`src/rtl/ksa16b_pipe_addsub_if.sv`:
```
// Operand/result handshake bundle for the pipelined Kogge-Stone adder/subtractor.
// The master drives operands and consumes results; the slave is the arithmetic block.
interface ksa16b_pipe_addsub_if #(
  parameter int WIDTH = 16
);
  logic             in_valid;
  logic             in_ready;
  logic [WIDTH-1:0] a;
  logic [WIDTH-1:0] b;
  logic             cin;
  logic             op;
  logic             out_valid;
  logic             out_ready;
  logic [WIDTH-1:0] sum;
  logic             cout;
  logic             ovf;
  logic             zero;

  modport master (
    output in_valid, a, b, cin, op, out_ready,
    input  in_ready, out_valid, sum, cout, ovf, zero
  );

  modport slave (
    input  in_valid, a, b, cin, op, out_ready,
    output in_ready, out_valid, sum, cout, ovf, zero
  );
endinterface

```
`src/rtl/ksa16b_pipe_addsub.sv`:
```
// Two-stage pipelined WIDTH-bit adder/subtractor built on a Kogge-Stone prefix tree,
// with the prefix levels split across the two registers and valid/ready flow control.
module ksa16b_pipe_addsub #(
  parameter int WIDTH = 16,
  parameter int SPLIT = WIDTH / 2
) (
  input logic                clk,
  input logic                rst,
  ksa16b_pipe_addsub_if.slave bus
);

  localparam int LEVELS    = $clog2(WIDTH);
  localparam int S1_LEVELS = $clog2(SPLIT);

  logic adv1;
  logic adv2;

  logic             s1_valid_q, s1_valid_d;
  logic [WIDTH-1:0] s1_pbit_q, s1_pbit_d;
  logic [WIDTH-1:0] s1_grp_g_q, s1_grp_g_d;
  logic [WIDTH-1:0] s1_grp_p_q, s1_grp_p_d;
  logic             s1_cin_q, s1_cin_d;
  logic             s1_a_msb_q, s1_a_msb_d;
  logic             s1_bb_msb_q, s1_bb_msb_d;

  logic             s2_valid_q, s2_valid_d;
  logic [WIDTH-1:0] sum_q, sum_d;
  logic             cout_q, cout_d;
  logic             ovf_q, ovf_d;
  logic             zero_q, zero_d;

  logic [WIDTH-1:0] bb;
  logic [WIDTH-1:0] pre1_g, pre1_p;
  logic [WIDTH-1:0] pre2_g, pre2_p;
  logic [WIDTH:0]   carry;
  logic [WIDTH-1:0] sum_calc;

  // Stall propagates backwards: a stage may move only if the one after it can take its bundle.
  always_comb begin
    adv2 = !s2_valid_q || bus.out_ready;
    adv1 = !s1_valid_q || adv2;
  end

  // First prefix levels; descending bit order lets each level update in place.
  always_comb begin
    bb     = bus.op ? ~bus.b : bus.b;
    pre1_g = bus.a & bb;
    pre1_p = bus.a ^ bb;
    for (int lvl = 0; lvl < S1_LEVELS; lvl++) begin
      for (int i = WIDTH - 1; i >= (1 << lvl); i--) begin
        pre1_g[i] = pre1_g[i] | (pre1_p[i] & pre1_g[i - (1 << lvl)]);
        pre1_p[i] = pre1_p[i] & pre1_p[i - (1 << lvl)];
      end
    end
  end

  always_comb begin
    pre2_g = s1_grp_g_q;
    pre2_p = s1_grp_p_q;
    for (int lvl = S1_LEVELS; lvl < LEVELS; lvl++) begin
      for (int i = WIDTH - 1; i >= (1 << lvl); i--) begin
        pre2_g[i] = pre2_g[i] | (pre2_p[i] & pre2_g[i - (1 << lvl)]);
        pre2_p[i] = pre2_p[i] & pre2_p[i - (1 << lvl)];
      end
    end
    carry    = {pre2_g | (pre2_p & {WIDTH{s1_cin_q}}), s1_cin_q};
    sum_calc = s1_pbit_q ^ carry[WIDTH-1:0];
  end

  always_comb begin
    s1_valid_d  = s1_valid_q;
    s1_pbit_d   = s1_pbit_q;
    s1_grp_g_d  = s1_grp_g_q;
    s1_grp_p_d  = s1_grp_p_q;
    s1_cin_d    = s1_cin_q;
    s1_a_msb_d  = s1_a_msb_q;
    s1_bb_msb_d = s1_bb_msb_q;
    s2_valid_d  = s2_valid_q;
    sum_d       = sum_q;
    cout_d      = cout_q;
    ovf_d       = ovf_q;
    zero_d      = zero_q;
    if (adv1) begin
      s1_valid_d  = bus.in_valid;
      s1_pbit_d   = bus.a ^ bb;
      s1_grp_g_d  = pre1_g;
      s1_grp_p_d  = pre1_p;
      s1_cin_d    = bus.cin;
      s1_a_msb_d  = bus.a[WIDTH-1];
      s1_bb_msb_d = bb[WIDTH-1];
    end
    // Data moves on bubbles too; only valid-qualified contents matter downstream.
    if (adv2) begin
      s2_valid_d = s1_valid_q;
      sum_d      = sum_calc;
      cout_d     = carry[WIDTH];
      ovf_d      = (s1_a_msb_q == s1_bb_msb_q) && (sum_calc[WIDTH-1] != s1_a_msb_q);
      zero_d     = ~|sum_calc;
    end
  end

  always_ff @(posedge clk or posedge rst) begin
    if (rst) begin
      s1_valid_q  <= 1'b0;
      s1_pbit_q   <= '0;
      s1_grp_g_q  <= '0;
      s1_grp_p_q  <= '0;
      s1_cin_q    <= 1'b0;
      s1_a_msb_q  <= 1'b0;
      s1_bb_msb_q <= 1'b0;
      s2_valid_q  <= 1'b0;
      sum_q       <= '0;
      cout_q      <= 1'b0;
      ovf_q       <= 1'b0;
      zero_q      <= 1'b0;
    end else begin
      s1_valid_q  <= s1_valid_d;
      s1_pbit_q   <= s1_pbit_d;
      s1_grp_g_q  <= s1_grp_g_d;
      s1_grp_p_q  <= s1_grp_p_d;
      s1_cin_q    <= s1_cin_d;
      s1_a_msb_q  <= s1_a_msb_d;
      s1_bb_msb_q <= s1_bb_msb_d;
      s2_valid_q  <= s2_valid_d;
      sum_q       <= sum_d;
      cout_q      <= cout_d;
      ovf_q       <= ovf_d;
      zero_q      <= zero_d;
    end
  end

  assign bus.in_ready  = adv1;
  assign bus.out_valid = s2_valid_q;
  assign bus.sum       = sum_q;
  assign bus.cout      = cout_q;
  assign bus.ovf       = ovf_q;
  assign bus.zero      = zero_q;

endmodule

```
`src/flat_wrapper.sv`:
```
// flat-port wrapper written by rule: the top's interface ports become plain ports
module ksa16b_pipe_addsub_flat 
#(
  parameter int WIDTH = 16,
  parameter int SPLIT = WIDTH / 2
)
  (clk, rst, bus_in_valid, bus_a, bus_b, bus_cin, bus_op, bus_out_ready, bus_in_ready, bus_out_valid, bus_sum, bus_cout, bus_ovf, bus_zero);
  ksa16b_pipe_addsub_if #(.WIDTH(WIDTH)) bus_i ();
  input logic clk;
  input logic rst;
  input wire logic [$bits(bus_i.in_valid)-1:0] bus_in_valid;
  input wire logic [$bits(bus_i.a)-1:0] bus_a;
  input wire logic [$bits(bus_i.b)-1:0] bus_b;
  input wire logic [$bits(bus_i.cin)-1:0] bus_cin;
  input wire logic [$bits(bus_i.op)-1:0] bus_op;
  input wire logic [$bits(bus_i.out_ready)-1:0] bus_out_ready;
  output wire logic [$bits(bus_i.in_ready)-1:0] bus_in_ready;
  output wire logic [$bits(bus_i.out_valid)-1:0] bus_out_valid;
  output wire logic [$bits(bus_i.sum)-1:0] bus_sum;
  output wire logic [$bits(bus_i.cout)-1:0] bus_cout;
  output wire logic [$bits(bus_i.ovf)-1:0] bus_ovf;
  output wire logic [$bits(bus_i.zero)-1:0] bus_zero;
  assign bus_i.in_valid = bus_in_valid;
  assign bus_i.a = bus_a;
  assign bus_i.b = bus_b;
  assign bus_i.cin = bus_cin;
  assign bus_i.op = bus_op;
  assign bus_i.out_ready = bus_out_ready;
  assign bus_in_ready = bus_i.in_ready;
  assign bus_out_valid = bus_i.out_valid;
  assign bus_sum = bus_i.sum;
  assign bus_cout = bus_i.cout;
  assign bus_ovf = bus_i.ovf;
  assign bus_zero = bus_i.zero;
  ksa16b_pipe_addsub #(.WIDTH(WIDTH), .SPLIT(SPLIT)) u_core (.clk(clk), .rst(rst), .bus(bus_i));
endmodule
```
`config.mk`:
```
export PLATFORM = sky130hd
export DESIGN_NAME = ksa16b_pipe_addsub_flat
export DESIGN_NICKNAME = d
export VERILOG_FILES = /design/src/rtl/ksa16b_pipe_addsub_if.sv /design/src/rtl/ksa16b_pipe_addsub.sv /design/src/flat_wrapper.sv
export SDC_FILE = /design/constraint.sdc
export NUM_CORES = 1
export LEC_CHECK = 0
export ABC_CLOCK_PERIOD_IN_PS = 2300
export BUFFER_PORTS_ARGS = -buffer_cell sky130_fd_sc_hd__buf_4
export CORE_AREA = 4 4 102 85
export CTS_CLUSTER_DIAMETER = 100
export DETAILED_ROUTE_END_ITERATION = 6
export DIE_AREA = 0 0 106 89
export GPL_TIMING_DRIVEN = 1
export PLACE_DENSITY_LB_ADDON = 0.15
export SLEW_MARGIN = 20
export SYNTH_ARGS = -nofsm -noshare
export SYNTH_HDL_FRONTEND = slang
export SYNTH_SLANG_ARGS = --single-unit
```
`constraint.sdc`:
```
create_clock -name clk -period 2.3 [get_ports clk]
set_clock_uncertainty 0.2 [all_clocks]
set_input_delay 0.46 -clock clk [delete_from_list [all_inputs] [get_ports clk]]
set_output_delay 0.46 -clock clk [all_outputs]
set_load 0.05 [all_outputs]
```
# After elaboration in Yosys (flattened, before gate mapping)
# Cells that the tools add are included.
word_totals:
  ff_bits: 72
  out_inout_bits: 21
  wordCells: 175
op_classes:
  n_eq_ne: 2
  n_reduce_logical: 7
  n_mux: 1
  bitwise_logic: 153
ops:
  columns: ["op", "count"]
  rows:
  - ["bitwise AND 1 bit", 98]
  - ["bitwise OR 1 bit", 49]
  - ["bitwise AND 16 bit", 2]
  - ["XOR 16 bit", 2]
  - ["2-to-1 mux 16 bit", 1]
  - ["inverter 16 bit", 1]
  - ["bitwise OR 16 bit", 1]
  - ["OR reduction 16 bit", 1]
  - ["zero test 1 bit", 3]
  - ["logical OR 1 bit", 2]
  - ["== test 1 bit", 1]
  - ["logical AND 1 bit", 1]
  - ["inequality test 1 bit", 1]

# Logic depth before layout (Yosys ltp)
depth:
  depth_word: 9
  ltp_mapped: 9
  ltp_nobuf: 7

# Least setup slack after synthesis
# OpenSTA, ideal clock, no wires.
synth_path:
  kind: "in2reg"
  start: "input port bus_op"
  end: "register u_core.s1_grp_p_q[9]"
  setup_time_ns: 0.083
  n_path_buf: 3
  cell_stages: 8
  arrival_time_ns: 2.212
  setup_slack_ns: -0.195
  cell_sequence: "clkbuf_1 -> buf_2 -> xor2_1 -> ha_1 -> clkbuf_1 -> nand4_1 -> or3_1 -> o21ai_0"
synth_between:
  elab_chain_cells: 5
  word_cells_on_any_way: 9
  classes_between: "1 x mux; 8 x bitwise"
synth_lines:
  columns: ["element", "line_no", "rtl"]
  rows:
  - ["start: declaration", "flat_wrapper.sv:15", "input wire logic [$bits(bus_i.op)-1:0] bus_op;"]
  - ["2-to-1 mux 16 bit (*)", "ksa16b_pipe_addsub.sv:46", "bb = bus.op ? ~bus.b : bus.b;"]
  - ["XOR 16 bit (*)", "ksa16b_pipe_addsub.sv:48", "pre1_p = bus.a ^ bb;"]
  - ["bitwise AND 1 bit (2 in series)", "ksa16b_pipe_addsub.sv:52", "pre1_p[i] = pre1_p[i] & pre1_p[i - (1 << lvl)];"]
  - ["bitwise AND 1 bit (*)", "ksa16b_pipe_addsub.sv:52", null]
  - ["end signal: assignment", "ksa16b_pipe_addsub.sv:120", "s1_grp_p_q <= s1_grp_p_d;"]
  - ["end: declaration", "ksa16b_pipe_addsub.sv:21", "logic [WIDTH-1:0] s1_grp_p_q, s1_grp_p_d;"]
# Every way passes the cells marked *; elsewhere a longest branch is shown, timed or not.
# A chain may end at the register's enable or synchronous reset.

# Worst setup path in the final report
layout_path:
  start: "register u_core.s2_valid_q, in the netlist u_core.bus.out_valid"
  end: "output port bus_in_ready"
layout_between:
  elab_chain_cells: 3
layout_lines:
  columns: ["element", "line_no", "rtl"]
  rows:
  - ["start: declaration", "ksa16b_pipe_addsub.sv:26", "logic s2_valid_q, s2_valid_d;"]
  - ["start signal: assignment", "ksa16b_pipe_addsub.sv:124", "s2_valid_q <= s2_valid_d;"]
  - ["zero test 1 bit", "ksa16b_pipe_addsub.sv:40", "adv2 = !s2_valid_q || bus.out_ready;"]
  - ["logical OR 1 bit", "ksa16b_pipe_addsub.sv:40", null]
  - ["logical OR 1 bit", "ksa16b_pipe_addsub.sv:41", "adv1 = !s1_valid_q || adv2;"]
  - ["end: declaration", "flat_wrapper.sv:17", "output wire logic [$bits(bus_i.in_ready)-1:0] bus_in_ready;"]
# No other way between the ends.

==> results.sh <==
export IMPL_ir_drop_uv=405
export IMPL_required_ns=1.64
export IMPL_vias_per_cell=5.16
export IMPL_hpwlAfterDp_um=7270
export IMPL_timing_rr_end="u_core.bus.zero"
export IMPL_synth_area_leaders="dfrtp_1 (47%), nand2_1 (9.2%), ha_1 (7.9%), xor2_1 (5.3%), a21oi_1 (3.8%)"
export IMPL_final_area_mm2=0.00468
export IMPL_finalWirelength_um=9350
export IMPL_drt_first_pass_iters=4
export IMPL_relSlewSlack=0.638
export IMPL_start_kind="flop"
export IMPL_tightest_slew_ns=0.544
export IMPL_slew_viol_final=0
export IMPL_place_congestion=0.874
export IMPL_setup_slack_ns=0.121
export IMPL_clock_latency_ns=0.34
export IMPL_r2r_slack_ns=0.21
export IMPL_grt_pass1_wl_um=15100
export IMPL_remaining_drc_errors=0
export IMPL_async_reset_ff_frac=1.00
export IMPL_hp_start="bus_in_valid"
export IMPL_critPathKind="flop to primary output"
export IMPL_synthDominantCellAreaShare=0.469
export IMPL_synth_top_area_cell="dfrtp_1"
export IMPL_placed_cell_area_mm2=0.00444
export IMPL_path_clk_slew_ns=0.08
export IMPL_synth_most_common_cell="nand2_1"
export IMPL_ys_types=41
export IMPL_final_hold_viol_count=0
export IMPL_dieArea_mm2=0.00943
export IMPL_die_width_um=106
export IMPL_outcome="complete, no violations"
export IMPL_wl_per_cell_um=15.8
export IMPL_p_leak_nw=2.25
export IMPL_pwr_density_cell_mw_per_mm2=928
export IMPL_slowest_delay_ns=0.37
export IMPL_fp_coreArea_mm2=0.00769
export IMPL_layout_nets=540
export IMPL_drt_iter0_drc=188
export IMPL_ys_flop_type="dfrtp_1"
export IMPL_endpoint_kind="primary output"
export IMPL_drive_above_1_share=0.230
export IMPL_cts_buffer_depth=2
export IMPL_p_int_mw=2.71
export IMPL_syn_mean_instance_area_um2=9.35
export IMPL_timing_rr_start="u_core.s1_cin_q"
export IMPL_grt_use_total=0.209
export IMPL_rsz0062_at_grt="no"
export IMPL_ys_seq_elements=71
export IMPL_min_period_over_period=0.947
export IMPL_post_cts_buffers=0
export IMPL_io_buffers=58
export IMPL_grt_overflow_total=0
export IMPL_cts_sinks=71
export IMPL_grt_max_degree=51
export IMPL_synth_edf_count=0
export IMPL_synth_top_cells_by_count="nand2_1 (93), dfrtp_1 (71), a21oi_1 (29), o21ai_0 (29), nor2_1 (28)"
export IMPL_synthesis_nets=467
export IMPL_p_sw_frac=0.378
export IMPL_h_tree_depth=3
export IMPL_fp_row_count=29
export IMPL_clkPwrFrac=0.265
export IMPL_holdPathStages=2
export IMPL_totalPowerFinal_mw=4.35
export IMPL_pwr_share_seq=0.380
export IMPL_antenna_found_initial=0
export IMPL_dp_slack_ns=-0.0822
export IMPL_drtAntennaViolNets=0
export IMPL_maxCapViolCount=0
export IMPL_grt_pass1_vias=2974
export IMPL_num_vias=3050
export IMPL_fmax_mhz=459
export IMPL_area_growth_pct=23.7
export IMPL_cp_slowest_cell="and2_1"
export IMPL_period_minus_slack_ns=2.18
export IMPL_initial_core_util=0.492
export IMPL_tritoncts="done"
export IMPL_cts_buffers=9
export IMPL_arrival_ns=1.52
export IMPL_r2r_cells=6
export IMPL_power_share_combinational=0.355
export IMPL_power_switching_mw=1.64
export IMPL_yosysWarnings=0
export IMPL_ys_seq_area_frac=0.469
export IMPL_cp_max_fo=7
export IMPL_hp_class="input port to flop"
export IMPL_syn_cell_area_mm2=0.00379
export IMPL_whs_endpoint="u_core.s1_valid_q"
export IMPL_io_pins=59
export IMPL_clockRootBuffer="clkbuf_8"
export IMPL_setup_viol=0
export IMPL_cp_cell_sequence="nor2b_2 > and2_1 > inv_2 > buf_4"
export IMPL_n_antenna_cell=0
export IMPL_die_y_um=89
export IMPL_synthCells=405
==> routing by layer <==
layer	share of wire	GRT usage	vias up
li1	-	-	1525
met1	0.48	0.292	1419
met2	0.44	0.329	96
met3	0.066	0.0368	10
met4	0.013	0.0776	0
met5	0	0	-
==> how the worst max path moves through the flow <==
stage	startpoint	end	slack [ns]	cells past startpoint
floorplan	bus_op	u_core.s1_grp_p_q[9]	-0.02	8
global placement	bus_op	u_core.s1_grp_g_q[7]	-0.07	8
detailed placement	bus_op	u_core.s1_grp_g_q[7]	-0.08	8
CTS	u_core.bus.out_valid	bus_in_ready	0.08	4
global route	u_core.bus.out_valid	bus_in_ready	0.03	4
finish	u_core.bus.out_valid	bus_in_ready	0.12	4
==> layout by cell type, fill, tap and decap left out, types with 3 or more instances in the layout <==
cell type and n:
nand2_1 93, buf_4 78, dfrtp_1 71, a21oi_1 29, nor2_1 28, o21ai_0 28, ha_1 24, xor2_1 23
clkbuf_8 11, nand4_1 8, a21o_1 7, inv_1 7, xnor2_1 7, nor3_1 6, o21bai_1 6, a31oi_1 5
nand3_1 4, a22o_1 4, o31ai_1 3, mux2_2 3, a21oi_2 3
==> stage by stage <==
stage               instances  hold WS [ns]  utilization  setup TNS (ns)
global placement          574         0.238        0.578          -0.135
finish                    591        0.0988        0.609               0
detailed placement        574         0.252        0.578          -0.138
global route              591        0.0853        0.609               0
CTS                       591        0.0874        0.609               0
floorplan                 405         0.230            -         -0.0202
==> power groups by stage <==
| stage | clock [mW] | sequential [mW] | combinational (mW) |
|---|---|---|---|
| floorplan | 0 | 2.02 | 0.664 |
| global placement | 0 | 1.67 | 1.53 |
| detailed placement | 0 | 1.68 | 1.54 |
| CTS | 1.17 | 1.65 | 1.55 |
| global route | 1.23 | 1.68 | 1.67 |
| finish | 1.15 | 1.65 | 1.54 |
==> logic make-up after synthesis <==
logic type / after synthesis / share of synthesized area
and+or+nand+nor: 152 / 0.171
AOI/OAI and AO/OA: 95 / 0.158
DFF: 71 / 0.469
xor gates and xnor gates: 32 / 0.0780
buffers and inverters: 27 / 0.0327
adders and majority gates: 24 / 0.0793
muxes: 4 / 0.0116
==> state kept, by name, summed over array words and instances, names as in the netlist <==
name,count
u_core.bus.cout,1
u_core.bus.out_valid,1
u_core.bus.ovf,1
u_core.bus.sum,16
u_core.bus.zero,1
u_core.s1_a_msb_q,1
u_core.s1_bb_msb_q,1
u_core.s1_cin_q,1
u_core.s1_grp_g_q,16
u_core.s1_grp_p_q,16
u_core.s1_pbit_q,15
u_core.s1_valid_q,1
==> critical path: cells and delay by family (launching register included) <==
family        cells  cell delay (ns)
flops             1             0.36
buf+inv           2             0.30
simple gates      2             0.52
==> cell type report <==
class	instances	area [um2]
fill	706	3010
multi-input combinational	307	1890
sequential	71	1780
timing repair buffer	80	616
clock buffer	11	151
tap	108	135
clock inverter	5	78.8
inverter	9	37.5
==> what timing repair did <==
| item | 4_1_cts | 5_1_grt |
|---|---|---|
| hold buffers | 1 | 0 |
| endpoints found under the hold margin | 21 | 0 |
| gates resized for setup | 0 | 0 |
(Power assumes the default switching activity.)
